$ cat src/rtl/lc3_mem_arbiter_pkg.sv
// Shared types and constants for the LC-3 memory-port arbiter.
package lc3_mem_pkg;

    typedef enum logic [1:0] {
        IDLE   = 2'd0,
        ACCESS = 2'd1,
        DONE   = 2'd2
    } arb_state_t;

    typedef logic [15:0] lc3_word_t;

    localparam logic PORT_CPU = 1'b0;
    localparam logic PORT_DMA = 1'b1;

endpackage

$ cat src/rtl/lc3_mem_arbiter_if.sv
// Requester and memory-side signal bundle of the LC-3 memory arbiter.
interface lc3_mem_arbiter_if #(
    parameter int ADDR_W = 16,
    parameter int DATA_W = 16
);
    logic              req0;
    logic              req1;
    logic              we0;
    logic              we1;
    logic [ADDR_W-1:0] addr0;
    logic [ADDR_W-1:0] addr1;
    logic [DATA_W-1:0] wdata0;
    logic [DATA_W-1:0] wdata1;
    logic              ack0;
    logic              ack1;
    logic [DATA_W-1:0] rdata0;
    logic [DATA_W-1:0] rdata1;
    logic [ADDR_W-1:0] memory_addr;
    logic [DATA_W-1:0] memory_din;
    logic              memWE;
    logic [DATA_W-1:0] memory_dout;
    logic              busy;
    logic              grant_id;

    modport slave (
        input  req0, req1, we0, we1, addr0, addr1, wdata0, wdata1, memory_dout,
        output ack0, ack1, rdata0, rdata1, memory_addr, memory_din, memWE, busy, grant_id
    );

    modport master (
        output req0, req1, we0, we1, addr0, addr1, wdata0, wdata1, memory_dout,
        input  ack0, ack1, rdata0, rdata1, memory_addr, memory_din, memWE, busy, grant_id
    );

endinterface

$ cat src/rtl/lc3_mem_arbiter_rr_pick.sv
// Combinational two-way pick: a lone request wins outright, ties go to the port
// that did not win last time unless fixed priority favours the CPU port.
module lc3_rr_pick
    import lc3_mem_pkg::*;
(
    input  logic req0,
    input  logic req1,
    input  logic last_grant,
    input  logic fixed_pri,
    output logic valid,
    output logic winner
);

    // Select the winning port from the current request pair
    always_comb begin
        valid  = 1'b0;
        winner = PORT_CPU;
        case ({req1, req0})
            2'b01: begin
                valid  = 1'b1;
                winner = PORT_CPU;
            end
            2'b10: begin
                valid  = 1'b1;
                winner = PORT_DMA;
            end
            2'b11: begin
                valid = 1'b1;
                if (fixed_pri) begin
                    winner = PORT_CPU;
                end else begin
                    winner = ~last_grant;
                end
            end
            default: begin
                valid  = 1'b0;
                winner = PORT_CPU;
            end
        endcase
    end

endmodule

$ cat src/rtl/lc3_mem_arbiter.sv
// Shares the single LC-3 memory port between the CPU (port 0) and the loader/DMA
// engine (port 1): one latched transaction at a time, fixed memory latency, one-cycle ack.
module lc3_mem_arbiter
    import lc3_mem_pkg::*;
#(
    parameter int ADDR_W    = 16,
    parameter int DATA_W    = 16,
    parameter int MEM_LAT   = 2,
    parameter int FIXED_PRI = 0
) (
    input  logic             clk,
    input  logic             rst,
    lc3_mem_arbiter_if.slave bus
);

    generate
        if (MEM_LAT < 1 || MEM_LAT > 15) begin : g_bad_lat
            $error("lc3_mem_arbiter: MEM_LAT must lie in 1..15");
        end
    endgenerate

    localparam logic [3:0] LAT_LOAD = 4'(MEM_LAT - 1);

    arb_state_t        state_r;
    logic [3:0]        lat_cnt_r;
    logic              last_grant_r;
    logic              grant_id_r;
    logic              we_lat_r;
    logic [ADDR_W-1:0] mem_addr_r;
    logic [DATA_W-1:0] mem_din_r;
    logic              mem_we_r;
    logic              busy_r;
    logic              ack0_r;
    logic              ack1_r;
    logic [DATA_W-1:0] rdata0_r;
    logic [DATA_W-1:0] rdata1_r;

    logic              pick_valid_s;
    logic              pick_winner_s;

    lc3_rr_pick u_pick (
        .req0       (bus.req0),
        .req1       (bus.req1),
        .last_grant (last_grant_r),
        .fixed_pri  (FIXED_PRI != 0),
        .valid      (pick_valid_s),
        .winner     (pick_winner_s)
    );

    // Arbitration FSM, request latch, memory drive and completion outputs
    always_ff @(posedge clk or posedge rst) begin
        if (rst) begin
            state_r      <= IDLE;
            lat_cnt_r    <= 4'd0;
            last_grant_r <= PORT_DMA;
            grant_id_r   <= PORT_CPU;
            we_lat_r     <= 1'b0;
            mem_addr_r   <= '0;
            mem_din_r    <= '0;
            mem_we_r     <= 1'b0;
            busy_r       <= 1'b0;
            ack0_r       <= 1'b0;
            ack1_r       <= 1'b0;
            rdata0_r     <= '0;
            rdata1_r     <= '0;
        end else begin
            // Write strobe and acks are single-cycle pulses unless re-set below
            mem_we_r <= 1'b0;
            ack0_r   <= 1'b0;
            ack1_r   <= 1'b0;
            case (state_r)
                IDLE: begin
                    if (pick_valid_s) begin
                        last_grant_r <= pick_winner_s;
                        grant_id_r   <= pick_winner_s;
                        lat_cnt_r    <= LAT_LOAD;
                        busy_r       <= 1'b1;
                        state_r      <= ACCESS;
                        if (pick_winner_s == PORT_CPU) begin
                            we_lat_r   <= bus.we0;
                            mem_addr_r <= bus.addr0;
                            mem_din_r  <= bus.wdata0;
                            mem_we_r   <= bus.we0;
                        end else begin
                            we_lat_r   <= bus.we1;
                            mem_addr_r <= bus.addr1;
                            mem_din_r  <= bus.wdata1;
                            mem_we_r   <= bus.we1;
                        end
                    end else begin
                        state_r <= IDLE;
                    end
                end
                ACCESS: begin
                    if (lat_cnt_r == 4'd0) begin
                        state_r <= DONE;
                        if (grant_id_r == PORT_CPU) begin
                            ack0_r <= 1'b1;
                            if (!we_lat_r) begin
                                rdata0_r <= bus.memory_dout;
                            end else begin
                                rdata0_r <= rdata0_r;
                            end
                        end else begin
                            ack1_r <= 1'b1;
                            if (!we_lat_r) begin
                                rdata1_r <= bus.memory_dout;
                            end else begin
                                rdata1_r <= rdata1_r;
                            end
                        end
                    end else begin
                        lat_cnt_r <= lat_cnt_r - 4'd1;
                    end
                end
                DONE: begin
                    busy_r  <= 1'b0;
                    state_r <= IDLE;
                end
                default: begin
                    busy_r  <= 1'b0;
                    state_r <= IDLE;
                end
            endcase
        end
    end

    assign bus.memory_addr = mem_addr_r;
    assign bus.memory_din  = mem_din_r;
    assign bus.memWE       = mem_we_r;
    assign bus.busy        = busy_r;
    assign bus.grant_id    = grant_id_r;
    assign bus.ack0        = ack0_r;
    assign bus.ack1        = ack1_r;
    assign bus.rdata0      = rdata0_r;
    assign bus.rdata1      = rdata1_r;

endmodule

$ cat src/flat_wrapper.sv
// flat-port wrapper written by rule: the top's interface ports become plain ports
module lc3_mem_arbiter_flat import lc3_mem_pkg::*;
#(
    parameter int ADDR_W    = 16,
    parameter int DATA_W    = 16,
    parameter int MEM_LAT   = 2,
    parameter int FIXED_PRI = 0
)
  (clk, rst, bus_req0, bus_req1, bus_we0, bus_we1, bus_addr0, bus_addr1, bus_wdata0, bus_wdata1, bus_memory_dout, bus_ack0, bus_ack1, bus_rdata0, bus_rdata1, bus_memory_addr, bus_memory_din, bus_memWE, bus_busy, bus_grant_id);
  lc3_mem_arbiter_if #(.ADDR_W(ADDR_W), .DATA_W(DATA_W)) bus_i ();
  input  logic clk;
  input  logic rst;
  input wire logic [$bits(bus_i.req0)-1:0] bus_req0;
  input wire logic [$bits(bus_i.req1)-1:0] bus_req1;
  input wire logic [$bits(bus_i.we0)-1:0] bus_we0;
  input wire logic [$bits(bus_i.we1)-1:0] bus_we1;
  input wire logic [$bits(bus_i.addr0)-1:0] bus_addr0;
  input wire logic [$bits(bus_i.addr1)-1:0] bus_addr1;
  input wire logic [$bits(bus_i.wdata0)-1:0] bus_wdata0;
  input wire logic [$bits(bus_i.wdata1)-1:0] bus_wdata1;
  input wire logic [$bits(bus_i.memory_dout)-1:0] bus_memory_dout;
  output wire logic [$bits(bus_i.ack0)-1:0] bus_ack0;
  output wire logic [$bits(bus_i.ack1)-1:0] bus_ack1;
  output wire logic [$bits(bus_i.rdata0)-1:0] bus_rdata0;
  output wire logic [$bits(bus_i.rdata1)-1:0] bus_rdata1;
  output wire logic [$bits(bus_i.memory_addr)-1:0] bus_memory_addr;
  output wire logic [$bits(bus_i.memory_din)-1:0] bus_memory_din;
  output wire logic [$bits(bus_i.memWE)-1:0] bus_memWE;
  output wire logic [$bits(bus_i.busy)-1:0] bus_busy;
  output wire logic [$bits(bus_i.grant_id)-1:0] bus_grant_id;
  assign bus_i.req0 = bus_req0;
  assign bus_i.req1 = bus_req1;
  assign bus_i.we0 = bus_we0;
  assign bus_i.we1 = bus_we1;
  assign bus_i.addr0 = bus_addr0;
  assign bus_i.addr1 = bus_addr1;
  assign bus_i.wdata0 = bus_wdata0;
  assign bus_i.wdata1 = bus_wdata1;
  assign bus_i.memory_dout = bus_memory_dout;
  assign bus_ack0 = bus_i.ack0;
  assign bus_ack1 = bus_i.ack1;
  assign bus_rdata0 = bus_i.rdata0;
  assign bus_rdata1 = bus_i.rdata1;
  assign bus_memory_addr = bus_i.memory_addr;
  assign bus_memory_din = bus_i.memory_din;
  assign bus_memWE = bus_i.memWE;
  assign bus_busy = bus_i.busy;
  assign bus_grant_id = bus_i.grant_id;
  lc3_mem_arbiter #(.ADDR_W(ADDR_W), .DATA_W(DATA_W), .MEM_LAT(MEM_LAT), .FIXED_PRI(FIXED_PRI)) u_core (.clk(clk), .rst(rst), .bus(bus_i));
endmodule
$ cat config.mk
export PLATFORM = sky130hd
export DESIGN_NAME = lc3_mem_arbiter_flat
export DESIGN_NICKNAME = d
export VERILOG_FILES = /design/src/rtl/lc3_mem_arbiter_pkg.sv /design/src/rtl/lc3_mem_arbiter_if.sv /design/src/rtl/lc3_mem_arbiter_rr_pick.sv /design/src/rtl/lc3_mem_arbiter.sv /design/src/flat_wrapper.sv
export SDC_FILE = /design/constraint.sdc
export NUM_CORES = 1
export LEC_CHECK = 0
export ABC_AREA = 1
export CORE_UTILIZATION = 44
export CTS_CLUSTER_SIZE = 30
export DETAILED_ROUTE_END_ITERATION = 12
export PLACE_DENSITY_LB_ADDON = 0.2
export SYNTH_ARGS = -nofsm -noshare
export SYNTH_HDL_FRONTEND = slang
export SYNTH_SLANG_ARGS = --single-unit
$ cat constraint.sdc
create_clock -name clk -period 6.92 [get_ports clk]
set_input_delay 1.384 -clock clk [delete_from_list [all_inputs] [get_ports clk]]
set_output_delay 1.384 -clock clk [all_outputs]
set_load 0.01 [all_outputs]
After elaboration in Yosys (flattened, before gate mapping)
Index checks and enable logic that the tools add are counted.
{"block": "totals", "register_bits": 77, "in_bits": 86, "output_inout_bits": 69, "elab_cells": 55}
{"block": "classes", "n_addsub": 1, "n_eq_ne": 7, "n_mux": 21, "bitwise": 4, "n_reduce_logical": 9}
{"cell": "2-to-1 mux 16 bit", "count": 2}
{"cell": "2-to-1 mux 1 bit", "count": 12}
{"cell": "2-to-1 mux 4 bit", "count": 2}
{"cell": "one-hot mux 4 bit (2 select lines)", "count": 1}
{"cell": "AND reduction 4 bit", "count": 2}
{"cell": "equality test 2 x 1 -> 1 bit (second input constant)", "count": 2}
{"cell": "equality test 2 bit (second input constant)", "count": 2}
{"cell": "zero test 4 bit", "count": 1}
{"cell": "inequality test 2 x 1 -> 1 bit (second input constant)", "count": 2}
{"cell": "inverter 1 bit", "count": 4}
{"cell": "one-hot mux 1 bit (2 select lines)", "count": 2}
{"cell": "one-hot mux 2 bit (2 select lines)", "count": 1}
{"cell": "AND reduction 2 bit", "count": 2}
{"cell": "subtractor 4 x 1 -> 4 bit (second input constant)", "count": 1}
{"cell": "AND reduction 3 bit", "count": 1}
{"cell": "OR reduction 3 bit", "count": 1}
{"cell": "zero test 2 bit", "count": 1}
{"cell": "2-to-1 mux 2 bit", "count": 1}
{"cell": "inequality test 2 bit (second input constant)", "count": 1}
{"cell": "nonzero test 2 bit", "count": 1}

Logic depth before layout (Yosys ltp)
{"block": "logic_depth", "depth_word": 5, "mapped_depth": 8, "ltp_nobuf": 7}

Modules after synthesis
A second synthesis with hierarchy kept.
{"block": "unflattened", "cells_unflattened": 385, "area_unflattened_um2": 3329.4}
{"mod": "lc3_mem_arbiter", "instances": 1, "cells_per_inst": 377, "area_each_um2": 3296.9, "seq_area_each_um2": 1928.1}
{"mod": "lc3_rr_pick", "instances": 1, "cells_per_inst": 8, "area_each_um2": 32.5, "seq_area_each_um2": 0.0}

Worst setup path after synthesis
OpenSTA, ideal clock, no wires.
{"block": "synth_timing", "path_kind": "input-to-reg", "startpoint": "input port bus_req0", "endpoint": "register u_core.mem_addr_r[15] (netlist: u_core.bus.memory_addr[15])", "setup_ns": 0.076, "t_arrival_ns": 2.069, "required_time_ns": 6.844, "path_slack_ns": 4.774, "path_stages": 4, "path_buffers": 1, "cell_sequence": "o21ai_2 clkbuf_1 nand2_1 o21ai_1"}
{"block": "synth_via", "elab_chain_len": 4, "word_cells_on_any_way": 8, "classes_between": "eq/ne (3); mux (3); reduce/logical (2)"}
{"item": "start, declared", "line": "flat_wrapper.sv:13", "text": "input wire logic [$bits(bus_i.req0)-1:0] bus_req0;"}
{"item": "equality test 2 bit / equality test 2 x 1 -> 1 bit (equally long branches)", "line": "lc3_mem_arbiter_rr_pick.sv:18", "text": "case ({req1, req0})"}
{"item": "OR reduction 3 bit (no source line)"}
{"item": "2-to-1 mux 1 bit", "line": "lc3_mem_arbiter_rr_pick.sv:18"}
{"item": "AND reduction 2 bit (no source line)"}
{"item": "end signal, assigned", "line": "lc3_mem_arbiter.sv:81", "text": "mem_addr_r <= bus.addr0;"}
{"item": "end signal, assigned", "line": "lc3_mem_arbiter.sv:86", "text": "mem_addr_r <= bus.addr1;"}
{"item": "end, declared", "line": "lc3_mem_arbiter.sv:29", "text": "logic [ADDR_W-1:0] mem_addr_r;"}
Several ways; a longest one is shown, not always the timed one.
A chain may end at the register's enable or synchronous reset.

Final worst setup path
{"block": "layout_timing", "startpoint": "input port bus_req0", "endpoint": "register u_core.mem_din_r[6] (netlist: u_core.bus.memory_din[6])"}
{"block": "layout_via", "elab_chain_len": 4, "word_cells_on_any_way": 8, "classes_between": "eq/ne (3); mux (3); reduce/logical (2)"}
{"item": "equality test 2 bit / equality test 2 x 1 -> 1 bit (equally long branches)", "line": "lc3_mem_arbiter_rr_pick.sv:18"}
{"item": "OR reduction 3 bit (no source line)"}
{"item": "2-to-1 mux 1 bit", "line": "lc3_mem_arbiter_rr_pick.sv:18"}
{"item": "AND reduction 2 bit (no source line)"}
{"item": "end signal, assigned", "line": "lc3_mem_arbiter.sv:82", "text": "mem_din_r <= bus.wdata0;"}
{"item": "end signal, assigned", "line": "lc3_mem_arbiter.sv:87", "text": "mem_din_r <= bus.wdata1;"}
{"item": "end, declared", "line": "lc3_mem_arbiter.sv:30", "text": "logic [DATA_W-1:0] mem_din_r;"}
Several ways; a longest one is shown, not always the timed one.

==> metrics.txt <==
Internal Dissipation=1.42 mW; Distinct cells, synth=25; row cnt=31; vias in the first global route=3153; worst-path fanout max=34; Comb power frac=48.6%; Slew @ Worst Pin=0.964 ns; FF-to-FF End=u_core.bus.memory_din[6]; drt pass-1 iters=4; CTS buffer count=9; global-route usage over all layers=24.7%; Post-Syn Area=3310 µm²; Area growth syn-to-layout=54.6%; Worst-Skew Late Latency=0.35 ns; number of gates resized after cts=0; Worst R2R Path Depth=5; Inst Count DP=614; share of cells above drive strength 1=6.59%; Routed Antenna Nets=0; HP Class=flop to flop; Worst-path clk slew=0.08 ns; worst stage delay on the critical path=0.52 ns; CP arrival=3.30 ns; crit path kind=primary input to flop; core area=7250 µm²; Rel. slew slack=35.7%; Worst Hold Depth=2; number of port buffers=154; clock sinks=77; final net count=614; cell breakdown of the critical path=clkdlybuf4s50_1 > nand2_1 > nand2_2 > inv_2 > o21ai_0 > o21ai_0; Via density=5.02; synth top area cells=dfrtp_1 57%, nand2_1 12%, o21ai_0 8.5%; first-pass GRT wire length=14500 µm; worst r2r src=u_core.last_grant_r; clock root buffer=clkbuf_8; # H-tree levels=3; Synthesized Nets=465; ANT cells=0; Slew Limit Fails=0; RD Place Congestion=0.739; Pwr Total=2.31 mW; fill cell count=579; Routed WL=9190 µm; Psw=0.885 mW; setup bufs post-CTS=0; CP delay by family, top=buffers and inverters; switching share of power=38.3%; wire per inst=14.6 µm; worst path bufs/invs=2; die width=88.8 µm; Critical Path End Type=flop; Worst Skew=0.0135 ns; sequential area share after synthesis=58.2%; Util after Layout=70.6%; drt drc=0; GRT overflow=0; Min Clock Period, post-route=3.08 ns; RSZ-0062 raised after global routing=no; final setup vio count=0; Worst Path Required=7.14 ns; Post-synth top flop=dfrtp_1; YS warnings=0; drt initial violations=175; FMAX=325 MHz; crit-path most repeated cell=o21ai_0; cts hold-fix bufs=0; Final Cycle Share=44.5%; initial antenna violation count=0; Post-synth EDFFs=0; worst vdd ir=0.000195 V; Final Hold Viols=0; status=finished, final reports clean; die area=7880 µm²; CP Launch Type=primary input; maximum clock path buffer count=2; synthesis-stage register bit count=77; top cell type by total area after synthesis=dfrtp_1; Non-Filler Instances=630; area share of the largest cell type after synthesis=57.4%; post-DP HPWL=6520 µm; setup TNS=0 ns; CTS tree=yes; Worst Hold End=u_core.bus.rdata0[14]; CP max stage cell=clkdlybuf4s50_1; starting density of the core=45.7%; die height=88.8 µm; clock share of power=16.4%; Ports=155; sequential power share=35.0%; Max-Cap Viols=0; P_leak=2.27 nW; asr flop ratio synth=100%; Vias=3160; Power Density=450 nW/µm²; register-to-register setup slack=4.85 ns; Syn Area/Cell=8.79 µm²; synthesized instance count=377; largest net degree at the start of global routing=78; Hold Crit Start=u_core.bus.rdata0[14]
## area by class of cell
cell class | count | area, µm² | area share, %
clock inverter | 7 | 98.8 | 1.93
clock buffer | 9 | 124 | 2.42
multi-input combinational | 273 | 1260 | 24.5
timing repair buffer | 156 | 1560 | 30.4
inverter | 9 | 35.0 | 0.684
sequential | 77 | 1930 | 37.6
tap | 99 | 124 | 2.42
## cell usage after synthesis (2+ instances only)
| cell type | number |
|---|---|
| nand3_1 | 18 |
| buf_2 | 7 |
| nor2_1 | 42 |
| buf_6 | 2 |
| nor2_4 | 4 |
| inv_2 | 3 |
| inv_1 | 6 |
| nand2_1 | 110 |
| dfrtp_1 | 76 |
| ha_1 | 2 |
| o21ai_1 | 29 |
| o21ai_0 | 56 |
| nand2_2 | 3 |
| clkbuf_1 | 8 |
## cell usage in the layout, fill, tap and decap left out
cell and count:
inv_1 5, nand2_4 1, buf_4 2, nand2_2 3
nor2_1 42, clkbuf_8 9, nand3_2 1, nor2_2 1
o22ai_1 1, o21ai_2 1, nand4_1 1, nor3_1 1
xor2_1 1, nand3_1 18, clkinvlp_4 1, clkinv_4 2
ha_1 2, dfstp_2 1, nand2_1 110, inv_2 3
inv_6 1, clkinv_2 2, o21ai_0 56, bufinv_16 2
clkdlybuf4s50_1 154, dfrtp_1 76, nor2_4 4, o21ai_1 29
nor2_8 1
## registers in the layout, summed over array words and instances (netlist names)
signal,cells
u_core.bus.ack0,1
u_core.bus.ack1,1
u_core.bus.busy,1
u_core.bus.grant_id,1
u_core.bus.memWE,1
u_core.bus.memory_addr,16
u_core.bus.memory_din,16
u_core.bus.rdata0,16
u_core.bus.rdata1,16
u_core.last_grant_r,1
u_core.lat_cnt_r,4
u_core.state_r,2
u_core.we_lat_r,1
## metrics by stage
step                      setup WS, ns  area (µm²)  hold WS (ns)
after global routing              3.68        5120         0.504
after floorplan                   3.57        3310         0.443
after global placement            3.60        4900         0.454
final                             3.84        5120         0.475
after detailed placement          3.49        4900         0.458
after CTS                         3.85        5120         0.478
## routing by layer
metal | part of all wire (%) | up-vias | track usage [%]
met5 | 0 | - | 0
met4 | 2.0 | 0 | 11.9
met3 | 8.0 | 19 | 7.65
met2 | 50 | 126 | 42.1
met1 | 40 | 1488 | 28.4
li1 | - | 1527 | -
## worst reg2reg max path: cells and delay by family (launching register included)
| kind | cells | cell delay [ns] |
|---|---|---|
| DFF | 1 | 0.56 |
| and+or+nand+nor | 2 | 0.55 |
| AOI/OAI and AO/OA | 2 | 0.45 |
| buffers and inverters | 1 | 0.39 |
## kinds of logic after synthesis
group                    synth area share (%)
AO/OA/AOI/OAI                            13.3
flip-flops                               58.2
XOR/XNOR                                0.264
AND/OR/NAND/NOR                          23.6
buffers and inverters                    3.89
adder cells (fa/ha/maj)                 0.755
## power groups by stage
| stage | clock (mW) | sequential (mW) | combinational [mW] |
|---|---|---|---|
| after floorplan | 0 | 0.892 | 0.462 |
| after global placement | 0 | 0.808 | 1.09 |
| after detailed placement | 0 | 0.812 | 1.13 |
| after CTS | 0.384 | 0.808 | 1.13 |
| after global routing | 0.401 | 0.833 | 1.24 |
| final | 0.379 | 0.808 | 1.12 |
## worst max-delay path by stage
| stage | from | endpoint | slack [ns] | depth (start not counted) |
|---|---|---|---|---|
| 6_report | bus_req0 | u_core.bus.memory_din[6] | 3.84 | 6 |
| 5_1_grt | bus_req0 | u_core.bus.memory_din[6] | 3.68 | 6 |
| 4_1_cts | bus_req0 | u_core.bus.memory_din[6] | 3.85 | 6 |
| 3_5_place_dp | bus_req0 | u_core.bus.memory_din[6] | 3.49 | 6 |
| 3_3_place_gp | bus_req0 | u_core.bus.memory_addr[8] | 3.60 | 6 |
| 2_1_floorplan | rst | u_core.bus.ack0 | 3.57 | 1 |
(Power assumes the default switching activity.)
